`src/rtl/apb_master.sv`:
```
// APB requester: takes one command at a time, runs SETUP -> ACCESS, and returns
// read data / error / timeout status on a valid-ready response port.
module apb_master #(
  parameter int DATA_WD = 32,
  parameter int ADDR_WD = 16,
  parameter int TIMEOUT = 64
) (
  input  logic               PCLK,
  input  logic               PRESET,
  input  logic               CMD_VALID,
  output logic               CMD_READY,
  input  logic               CMD_WRITE,
  input  logic [ADDR_WD-1:0] CMD_ADDR,
  input  logic [DATA_WD-1:0] CMD_WDATA,
  input  logic [3:0]         CMD_STRB,
  output logic               RSP_VALID,
  input  logic               RSP_READY,
  output logic [DATA_WD-1:0] RSP_RDATA,
  output logic [1:0]         RSP_ERR,
  output logic               RSP_TIMEOUT,
  output logic               PSEL,
  output logic               PENABLE,
  output logic               PWRITE,
  output logic [ADDR_WD-1:0] PADDR,
  output logic [DATA_WD-1:0] PWDATA,
  output logic [3:0]         PSTRB,
  input  logic               PREADY,
  input  logic [DATA_WD-1:0] PRDATA,
  input  logic [1:0]         PSLVERR
);

  localparam logic [1:0] ST_IDLE   = 2'd0;
  localparam logic [1:0] ST_SETUP  = 2'd1;
  localparam logic [1:0] ST_ACCESS = 2'd2;
  localparam logic [1:0] ST_RESP   = 2'd3;

  localparam logic [15:0] TIMEOUT_CNT = 16'(TIMEOUT);
  localparam bit          TIMEOUT_EN  = (TIMEOUT != 0);

  logic [1:0]  state;
  logic [15:0] wait_cnt;
  logic [15:0] wait_cnt_inc;
  logic        timed_out;

  // Saturating wait-counter increment; with the timeout enabled the counter
  // never gets past TIMEOUT because the transfer is aborted there.
  always_comb begin
    wait_cnt_inc = wait_cnt;
    if (wait_cnt != 16'hFFFF) begin
      wait_cnt_inc = wait_cnt + 16'd1;
    end else begin
      wait_cnt_inc = wait_cnt;
    end
    timed_out = TIMEOUT_EN && (wait_cnt_inc == TIMEOUT_CNT);
  end

  // All outputs are registered straight from the transition that enters a state.
  always_ff @(posedge PCLK) begin
    if (PRESET) begin
      state       <= ST_IDLE;
      wait_cnt    <= 16'd0;
      CMD_READY   <= 1'b0;
      RSP_VALID   <= 1'b0;
      RSP_RDATA   <= '0;
      RSP_ERR     <= 2'b00;
      RSP_TIMEOUT <= 1'b0;
      PSEL        <= 1'b0;
      PENABLE     <= 1'b0;
      PWRITE      <= 1'b0;
      PADDR       <= '0;
      PWDATA      <= '0;
      PSTRB       <= 4'b0000;
    end else begin
      case (state)
        ST_IDLE: begin
          if (CMD_VALID && CMD_READY) begin
            state     <= ST_SETUP;
            CMD_READY <= 1'b0;
            PSEL      <= 1'b1;
            PWRITE    <= CMD_WRITE;
            PADDR     <= CMD_ADDR;
            PWDATA    <= CMD_WDATA;
            PSTRB     <= CMD_WRITE ? CMD_STRB : 4'b0000;
          end else begin
            CMD_READY <= 1'b1;
          end
        end
        ST_SETUP: begin
          PENABLE <= 1'b1;
          state   <= ST_ACCESS;
        end
        ST_ACCESS: begin
          // PREADY takes priority over a timeout landing on the same cycle.
          if (PREADY) begin
            state       <= ST_RESP;
            PSEL        <= 1'b0;
            PENABLE     <= 1'b0;
            RSP_VALID   <= 1'b1;
            RSP_ERR     <= PSLVERR;
            RSP_TIMEOUT <= 1'b0;
            RSP_RDATA   <= PWRITE ? '0 : PRDATA;
          end else begin
            wait_cnt <= wait_cnt_inc;
            if (timed_out) begin
              state       <= ST_RESP;
              PSEL        <= 1'b0;
              PENABLE     <= 1'b0;
              RSP_VALID   <= 1'b1;
              RSP_ERR     <= 2'b00;
              RSP_TIMEOUT <= 1'b1;
              RSP_RDATA   <= '0;
            end else begin
              state <= ST_ACCESS;
            end
          end
        end
        ST_RESP: begin
          if (RSP_READY) begin
            RSP_VALID <= 1'b0;
            wait_cnt  <= 16'd0;
            CMD_READY <= 1'b1;
            state     <= ST_IDLE;
          end else begin
            state <= ST_RESP;
          end
        end
        default: begin
          state     <= ST_IDLE;
          CMD_READY <= 1'b0;
          RSP_VALID <= 1'b0;
          PSEL      <= 1'b0;
          PENABLE   <= 1'b0;
        end
      endcase
    end
  end

endmodule

```
`config.mk`:
```
export PLATFORM = sky130hd
export DESIGN_NAME = apb_master
export DESIGN_NICKNAME = d
export VERILOG_FILES = /design/src/rtl/apb_master.sv
export SDC_FILE = /design/constraint.sdc
export NUM_CORES = 1
export LEC_CHECK = 0
export ABC_AREA = 1
export CORE_UTILIZATION = 40
export CTS_CLUSTER_SIZE = 30
export DETAILED_ROUTE_END_ITERATION = 7
export PLACE_DENSITY_LB_ADDON = 0.2
export SLEW_MARGIN = 20
export SYNTH_ARGS = -nofsm -noshare
export SYNTH_HDL_FRONTEND = slang
export SYNTH_SLANG_ARGS = --single-unit
```
`constraint.sdc`:
```
create_clock -name PCLK -period 2.3 [get_ports PCLK]
set_input_delay 0.23 -clock PCLK [delete_from_list [all_inputs] [get_ports PCLK]]
set_output_delay 0.23 -clock PCLK [all_outputs]
set_load 0.05 [all_outputs]
```
==> impl_metrics.tcl, run 1 <==
set metrics [dict create \
    synth_area_in_adders_pct 0.262 \
    number_of_enable_type_register_cells_in_the_synthesized_netlist 0 \
    grt.met1_usage_pct 27.8 \
    grt_pass1_vias 4666 \
    synth_flop_cell "dfxtp_1" \
    timing.critical_path.slowest_cell_delay_ps 370 \
    run_status "finished, violations left" \
    fraction_of_power_consumed_by_the_clock_network_pct 26.5 \
    floorplan.rows 39 \
    ctsLongestPathBuffers 2 \
    grtUsageTotal_pct 22.5 \
    synth_seq_area_share_pct 46.0 \
    vias_per_std_cell 5.17 \
    ioPinCount 184 \
    layout.area.seq_mm2 0.00220 \
    complex_gate_fraction_of_the_synthesized_area_pct 13.7 \
    violations "DRC" \
    power_per_cell_area_mw_per_mm2 831 \
    floorplan.core_area_mm2 0.0115 \
    fin_nets 893 \
    netlist_area_mm2 0.00478 \
    antenna_cells 0 \
    worstHoldPathType "primary input to flop" \
    postPlaceCellArea_mm2 0.00672 \
    synth_fp_nets 725 \
    syn_area_per_cell_um2 7.57 \
    post_layout_utilization_of_the_core_pct 61.3 \
    critical_path_required_time_ps 2490 \
    yosysTopAreaCellShare_pct 46.0 \
    timing.setup.tns_ps 0 \
    grt_start_max_net_pins 55 \
    critPathCaptureType "flop" \
    static_leakage_power_nw 2.67 \
    seq_power_share_pct 38.8 \
    pwr-share-comb_pct 34.7 \
    totalWireLength_um 13800 \
    timing.critical_path.from_type "flop" \
    worstPathBufferInverterCount 2 \
    insertion_delay_ps 350 \
    hold_vio_cnt_final 0 \
    cpLargestDelayFamily "simple AND/OR/NAND/NOR gates" \
    main_combinational_cell_family_by_area_after_synthesis "simple AND/OR/NAND/NOR gates" \
    global_route.usage.met3_pct 6.21 \
    cts.root.buffer_cell "clkbuf_16" \
    synth_common_cells "nor2_1 (127), dfxtp_1 (110), nand2_1 (93), o21ai_0 (53), nand3_1 (41)" \
    final_hpwl_from_detailed_placement_um 9510 \
    max_cap_violations 0 \
    first_iter_violations 388 \
    synth_xor_area_share_pct 0.366 \
    multiplexer_fraction_of_the_synthesized_cell_area_pct 0 \
    overall_die_area_mm2 0.0124 \
    die_h_um 111 \
    path_class "flop to flop" \
    finalWeightedCongestion 0.911 \
    cp_cell_sequence "ha_1 > inv_1 > nor2_4 > nand2_2 > o21ai_1 > nand2_1 > nor2_1 > nand3_1 > nor2_1 > nand2_2 > buf_12 > nand3_1 > a21oi_1" \
    top_usage_layer "met2" \
    die-width_um 111 \
    post-route-cell-area_mm2 0.00706 \
    clock-sinks 110 \
    drive_above_1_share_pct 11.2 \
    drc_violations 18 \
    maxSlewViolCount 0 \
    grt_first_pass_wirelength_um 22800 \
    final.min_clock_period_ps 2140 \
    skew_ps 9.51 \
    setup-violations-final 0 \
    critPathMaxFanout 19 \
    synth.yosys.warnings 0 \
    sw_frac_of_total_pct 36.9 \
    intPower_mw 3.70 \
    multi_input_area_mm2 0.00228 \
    holdBufCountCts 0 \
    worst_pin_slew_ps 867 \
    cts_tree "done" \
    fmax_mhz 467 \
    vdd.ir_drop.worst_uv 520 \
    met2_usage_pct 36.5 \
    synth_area_leader_cell "dfxtp_1" \
    antenna_found_initial 0 \
    via_count 4892 \
    holdWs_ps 236 \
    effective_utilization_at_floorplan_pct 41.5 \
    synth_simple_gate_area_share_pct 32.9 \
    area_growth_pct 47.5 \
    numCtsBuffers 9 \
    critPathSlowestCell "dfxtp_2" \
    fillers 1048 \
    ys_async_sr_fraction_pct 0 \
    place.port_buffers 183 \
    drt_pass1_iterations 8 \
    max-slew-margin-rel_pct 42.1 \
    yosys-top-cells-area "dfxtp_1 (46%), nor2_1 (10%), nand2_1 (7.3%)" \
    wire_per_inst_um 14.6 \
    ys_ff_latch 110 \
    ys_types 31 \
    antenna_violating_nets_remaining 0 \
    power.switching_mw 2.16 \
    arrival_ps 2330 \
    cts-htree-levels 3 \
    synth_cells 632 \
    grt_overflow_total 0 \
    final_cycle_utilization_of_the_critical_path_pct 93.1 \
    clkTransAtPathRegs_ps 70 \
    total_power_mw 5.86 \
    synth_most_common_cell "nor2_1" \
]
[state kept, by name, summed over array words and instances, names as in the netlist]
signal,count
PWDATA,32
RSP_RDATA,32
PADDR,16
wait_cnt,16
PSTRB,4
RSP_ERR,2
state,2
CMD_READY,1
PENABLE,1
PSEL,1
PWRITE,1
RSP_TIMEOUT,1
RSP_VALID,1
[power groups by stage]
stage / combinational, mW / clock (mW) / sequential [mW]
3_5_place_dp: 2.03 / 0 / 2.31
5_1_grt: 2.16 / 1.67 / 2.31
3_3_place_gp: 2.02 / 0 / 2.30
4_1_cts: 2.04 / 1.59 / 2.27
6_report: 2.03 / 1.55 / 2.27
2_1_floorplan: 0.511 / 0 / 3.06
[routing by layer]
layer  vias up  wire length, um
met2       181             6450
met1      2246             5920
met3        26             1130
li1       2439                -
met4         0              337
met5         -                0
[worst register-to-register path: stages (launching register included)]
cell and delay (ps):
dfxtp_2 370, ha_1 210, inv_1 100, nor2_4 160, nand2_2 130, o21ai_1 140, nand2_1 90, nor2_1 130
nand3_1 90, nor2_1 130, nand2_2 120, buf_12 180, nand3_1 70, a21oi_1 60
[repair_timing]
item / 4_1_cts / 5_1_grt
resized for setup: 0 / 8
setup endpoints to repair: 0 / 37
buffers inserted: 0 / 3
[cell type report]
class,instances,area share [%]
Clock buffer,12,3.49
Clock inverter,3,0.621
Inverter,31,1.68
Multi-Input combinational cell,449,32.3
Sequential cell,110,31.2
Tap cell,143,2.54
Timing Repair Buffer,199,28.1
[final timing paths]
check,from,endpoint,slack (ps),cells after the start
setup reg to reg,wait_cnt[0],RSP_RDATA[27],160,13
hold / removal,PRESET,RSP_ERR[1],240,4
hold reg to reg,RSP_TIMEOUT,RSP_TIMEOUT,460,2
setup / recovery,wait_cnt[0],RSP_RDATA[27],160,13
[stage by stage]
stage	setup slack, ps	cells
2_1_floorplan	367	632
3_3_place_gp	156	929
3_5_place_dp	38.7	929
4_1_cts	12.5	944
5_1_grt	-13.5	947
6_report	158	947
[layout by cell type, fill, tap and decap left out, types with 2 or more instances in the layout]
| cell | netlist | layout |
|---|---|---|
| a21oi_1 | 33 | 33 |
| a21oi_2 | 20 | 20 |
| a31oi_1 | 2 | 2 |
| buf_12 | 2 | 3 |
| buf_4 | 0 | 13 |
| clkbuf_1 | 35 | 2 |
| clkbuf_16 | 0 | 9 |
| clkdlybuf4s50_1 | 0 | 182 |
| dfxtp_1 | 110 | 108 |
| dfxtp_2 | 0 | 2 |
| inv_1 | 28 | 28 |
| nand2_1 | 93 | 93 |
| nand2_2 | 5 | 5 |
| nand3_1 | 41 | 40 |
| nand3_2 | 20 | 21 |
| nand3b_1 | 2 | 2 |
| nand4_1 | 35 | 35 |
| nor2_1 | 127 | 124 |
| nor2_2 | 1 | 3 |
| nor2_4 | 2 | 3 |
| nor3_1 | 2 | 2 |
| o21ai_0 | 53 | 53 |
| o21ai_1 | 3 | 3 |
| or2_2 | 3 | 3 |
| xnor2_1 | 2 | 2 |
[cells by family (layout without fill, tap and decap cells)]
kind of cell               after synthesis  count (layout)
and+or+nand+nor                        332             332
adders and majority gates                1               1
AOI/OAI and AO/OA                      114             114
buffers and inverters                   73             245
xor gates and xnor gates                 2               2
DFF                                    110             110
Note: power is estimated with default switching activity, not from simulation.
==> run 2, diff against run 1 <==
--- a/config.mk
+++ b/config.mk
@@ -7,6 +7,7 @@
 export LEC_CHECK = 0
 export ABC_AREA = 1
 export CORE_UTILIZATION = 40
+export CTS_BUF_LIST = sky130_fd_sc_hd__clkbuf_4 sky130_fd_sc_hd__clkbuf_8
 export CTS_CLUSTER_SIZE = 30
 export DETAILED_ROUTE_END_ITERATION = 7
 export PLACE_DENSITY_LB_ADDON = 0.2
@@ -14,3 +15,4 @@
 export SYNTH_ARGS = -nofsm -noshare
 export SYNTH_HDL_FRONTEND = slang
 export SYNTH_SLANG_ARGS = --single-unit
+export TNS_END_PERCENT = 10
==> run 2 against run 1 <==
Effect of this change:
- the flow still finishes with violations (DRC)
- largest cell class unchanged
- critical path type unchanged
- critical path depth stayed put
- clock power is 23% lower
- worst hold slack worse by 37 ps
- sequential power hardly changed
==> impl_metrics.tcl, run 2 (synthesis results as in run 1) <==
set metrics [dict create \
    setup-violations-final 0 \
    path_class "flop to flop" \
    area_growth_pct 45.3 \
    insertion_delay_ps 380 \
    first_iter_violations 349 \
    grt_start_max_net_pins 55 \
    floorplan.core_area_mm2 0.0115 \
    numCtsBuffers 9 \
    grtUsageTotal_pct 22.3 \
    floorplan.rows 39 \
    mostFrequentLayoutCell "clkdlybuf4s50_1" \
    maxSlewViolCount 0 \
    clkTransAtPathRegs_ps 100 \
    wire_per_inst_um 14.5 \
    power_per_cell_area_mw_per_mm2 791 \
    skew_ps 12.5 \
    drive_above_1_share_pct 11.2 \
    final.min_clock_period_ps 2110 \
    arrival_ps 2340 \
    run_status "finished, violations left" \
    stdcell_count 947 \
    vias_per_std_cell 5.14 \
    fin_nets 893 \
    pwr-share-comb_pct 36.9 \
    final_cycle_utilization_of_the_critical_path_pct 91.9 \
    ioPinCount 184 \
    place.port_buffers 183 \
    fmax_mhz 473 \
    final_hpwl_from_detailed_placement_um 9510 \
    postPlaceCellArea_mm2 0.00672 \
    grt_overflow_total 0 \
    cts_tree "done" \
    drc_violations 18 \
    layout_common_cells "clkdlybuf4s50_1 (182), nor2_1 (125), dfxtp_1 (108), nand2_1 (93), o21ai_0 (53)" \
    largest_registers "PWDATA (32), RSP_RDATA (32)" \
    clock-sinks 110 \
    fraction_of_power_consumed_by_the_clock_network_pct 21.8 \
    die-width_um 111 \
    via_count 4867 \
    sw_frac_of_total_pct 38.6 \
    worstHoldPathType "primary input to flop" \
    post-route-cell-area_mm2 0.00695 \
    ctsLongestPathBuffers 2 \
    overall_die_area_mm2 0.0124 \
    antenna_violating_nets_remaining 0 \
    place.detailed.instances 929 \
    violations "DRC" \
    finalWeightedCongestion 0.911 \
    effective_utilization_at_floorplan_pct 41.5 \
    worst_pin_slew_ps 869 \
    power.switching_mw 2.12 \
    cts.root.buffer_cell "clkbuf_8" \
    vdd.ir_drop.worst_uv 545 \
    max-slew-margin-rel_pct 42.0 \
    grt_pass1_vias 4661 \
    totalWireLength_um 13700 \
    die_h_um 111 \
    intPower_mw 3.38 \
    drt_pass1_iterations 8 \
    seq_power_share_pct 41.3 \
    critPathMaxFanout 19 \
    grt_first_pass_wirelength_um 22700 \
    hold_vio_cnt_final 0 \
    cts-htree-levels 3 \
    timing.critical_path.from_type "flop" \
    antenna_cells 0 \
    critPathCaptureType "flop" \
    critical_path_required_time_ps 2520 \
    antenna_found_initial 0 \
    static_leakage_power_nw 2.63 \
    max_cap_violations 0 \
]
==> run 2: final cells by class <==
| type | instances | area (um2) |
|---|---|---|
| well taps | 143 | 179 |
| clock inverters | 3 | 43.8 |
| flip-flops and latches | 110 | 2200 |
| clock buffers | 12 | 153 |
| fillers | 1059 | 4560 |
| repair buffers | 199 | 1980 |
| multi-input cells | 449 | 2270 |
| inverters | 31 | 119 |
==> run 2: worst paths after layout <==
check               from            end  slack (ps)  depth (start not counted)
max reg2reg  wait_cnt[0]  RSP_RDATA[27]         190                         13
min               PRESET     RSP_ERR[1]         200                          4
min reg2reg  RSP_TIMEOUT    RSP_TIMEOUT         460                          2
max          wait_cnt[0]  RSP_RDATA[27]         190                         13
==> run 2: stage by stage <==
| stage | hold slack, ps | setup TNS, ps | power (mW) | utilization, % | setup WS (ps) |
|---|---|---|---|---|---|
| after global routing | 216 | -25.4 | 5.76 | 60.4 | -15.3 |
| after CTS | 179 | 0 | 5.55 | 60.0 | 14.5 |
| final | 199 | 0 | 5.50 | 60.4 | 187 |
| after global placement | 441 | 0 | 4.31 | 58.3 | 156 |
| after floorplan | 365 | 0 | 3.57 | - | 367 |
| after detailed placement | 452 | 0 | 4.34 | 58.3 | 38.7 |
==> run 2: routing by layer <==
metal  track usage (%)  routed length, um  vias up
li1                  -                  -     2429
met1              27.6               5900     2241
met2              36.9               6500      180
met3              5.88               1100       17
met4              9.10                240        0
met5                 0                  0        -
==> run 2: power by group through the flow <==
stage / Combinational, mW / Sequential (mW) / Clock, mW
after global routing: 2.16 / 2.30 / 1.30
after global placement: 2.02 / 2.30 / 0
after floorplan: 0.511 / 3.06 / 0
after CTS: 2.04 / 2.27 / 1.23
after detailed placement: 2.03 / 2.31 / 0
final: 2.03 / 2.27 / 1.20
==> run 2: timing repair <==
item / CTS / global route
gates resized for setup: 0 / 6
buffers inserted: 0 / 3
endpoints found under the setup margin: 0 / 37
hold buffers: 0 / 0
==> run 2: worst max-delay path, cell delays in order, from the launching register on <==
cell	delay, ps
dfxtp_2	360
ha_1	230
nand3_1	180
nor2_2	70
buf_4	140
nand2_1	50
nand2_1	90
nor3_1	180
nand3_1	100
nor2_1	120
nand2_2	120
buf_12	180
nand3_1	70
a21oi_1	60
==> run 3, diff against run 2 <==
--- a/config.mk
+++ b/config.mk
@@ -6,6 +6,7 @@
 export NUM_CORES = 1
 export LEC_CHECK = 0
 export ABC_AREA = 1
+export ABC_CLOCK_PERIOD_IN_PS = 2300
 export CORE_UTILIZATION = 40
 export CTS_BUF_LIST = sky130_fd_sc_hd__clkbuf_4 sky130_fd_sc_hd__clkbuf_8
 export CTS_CLUSTER_SIZE = 30
==> results of run 3 <==
The final DEF is identical to that of run 2; final timing and power are the same.
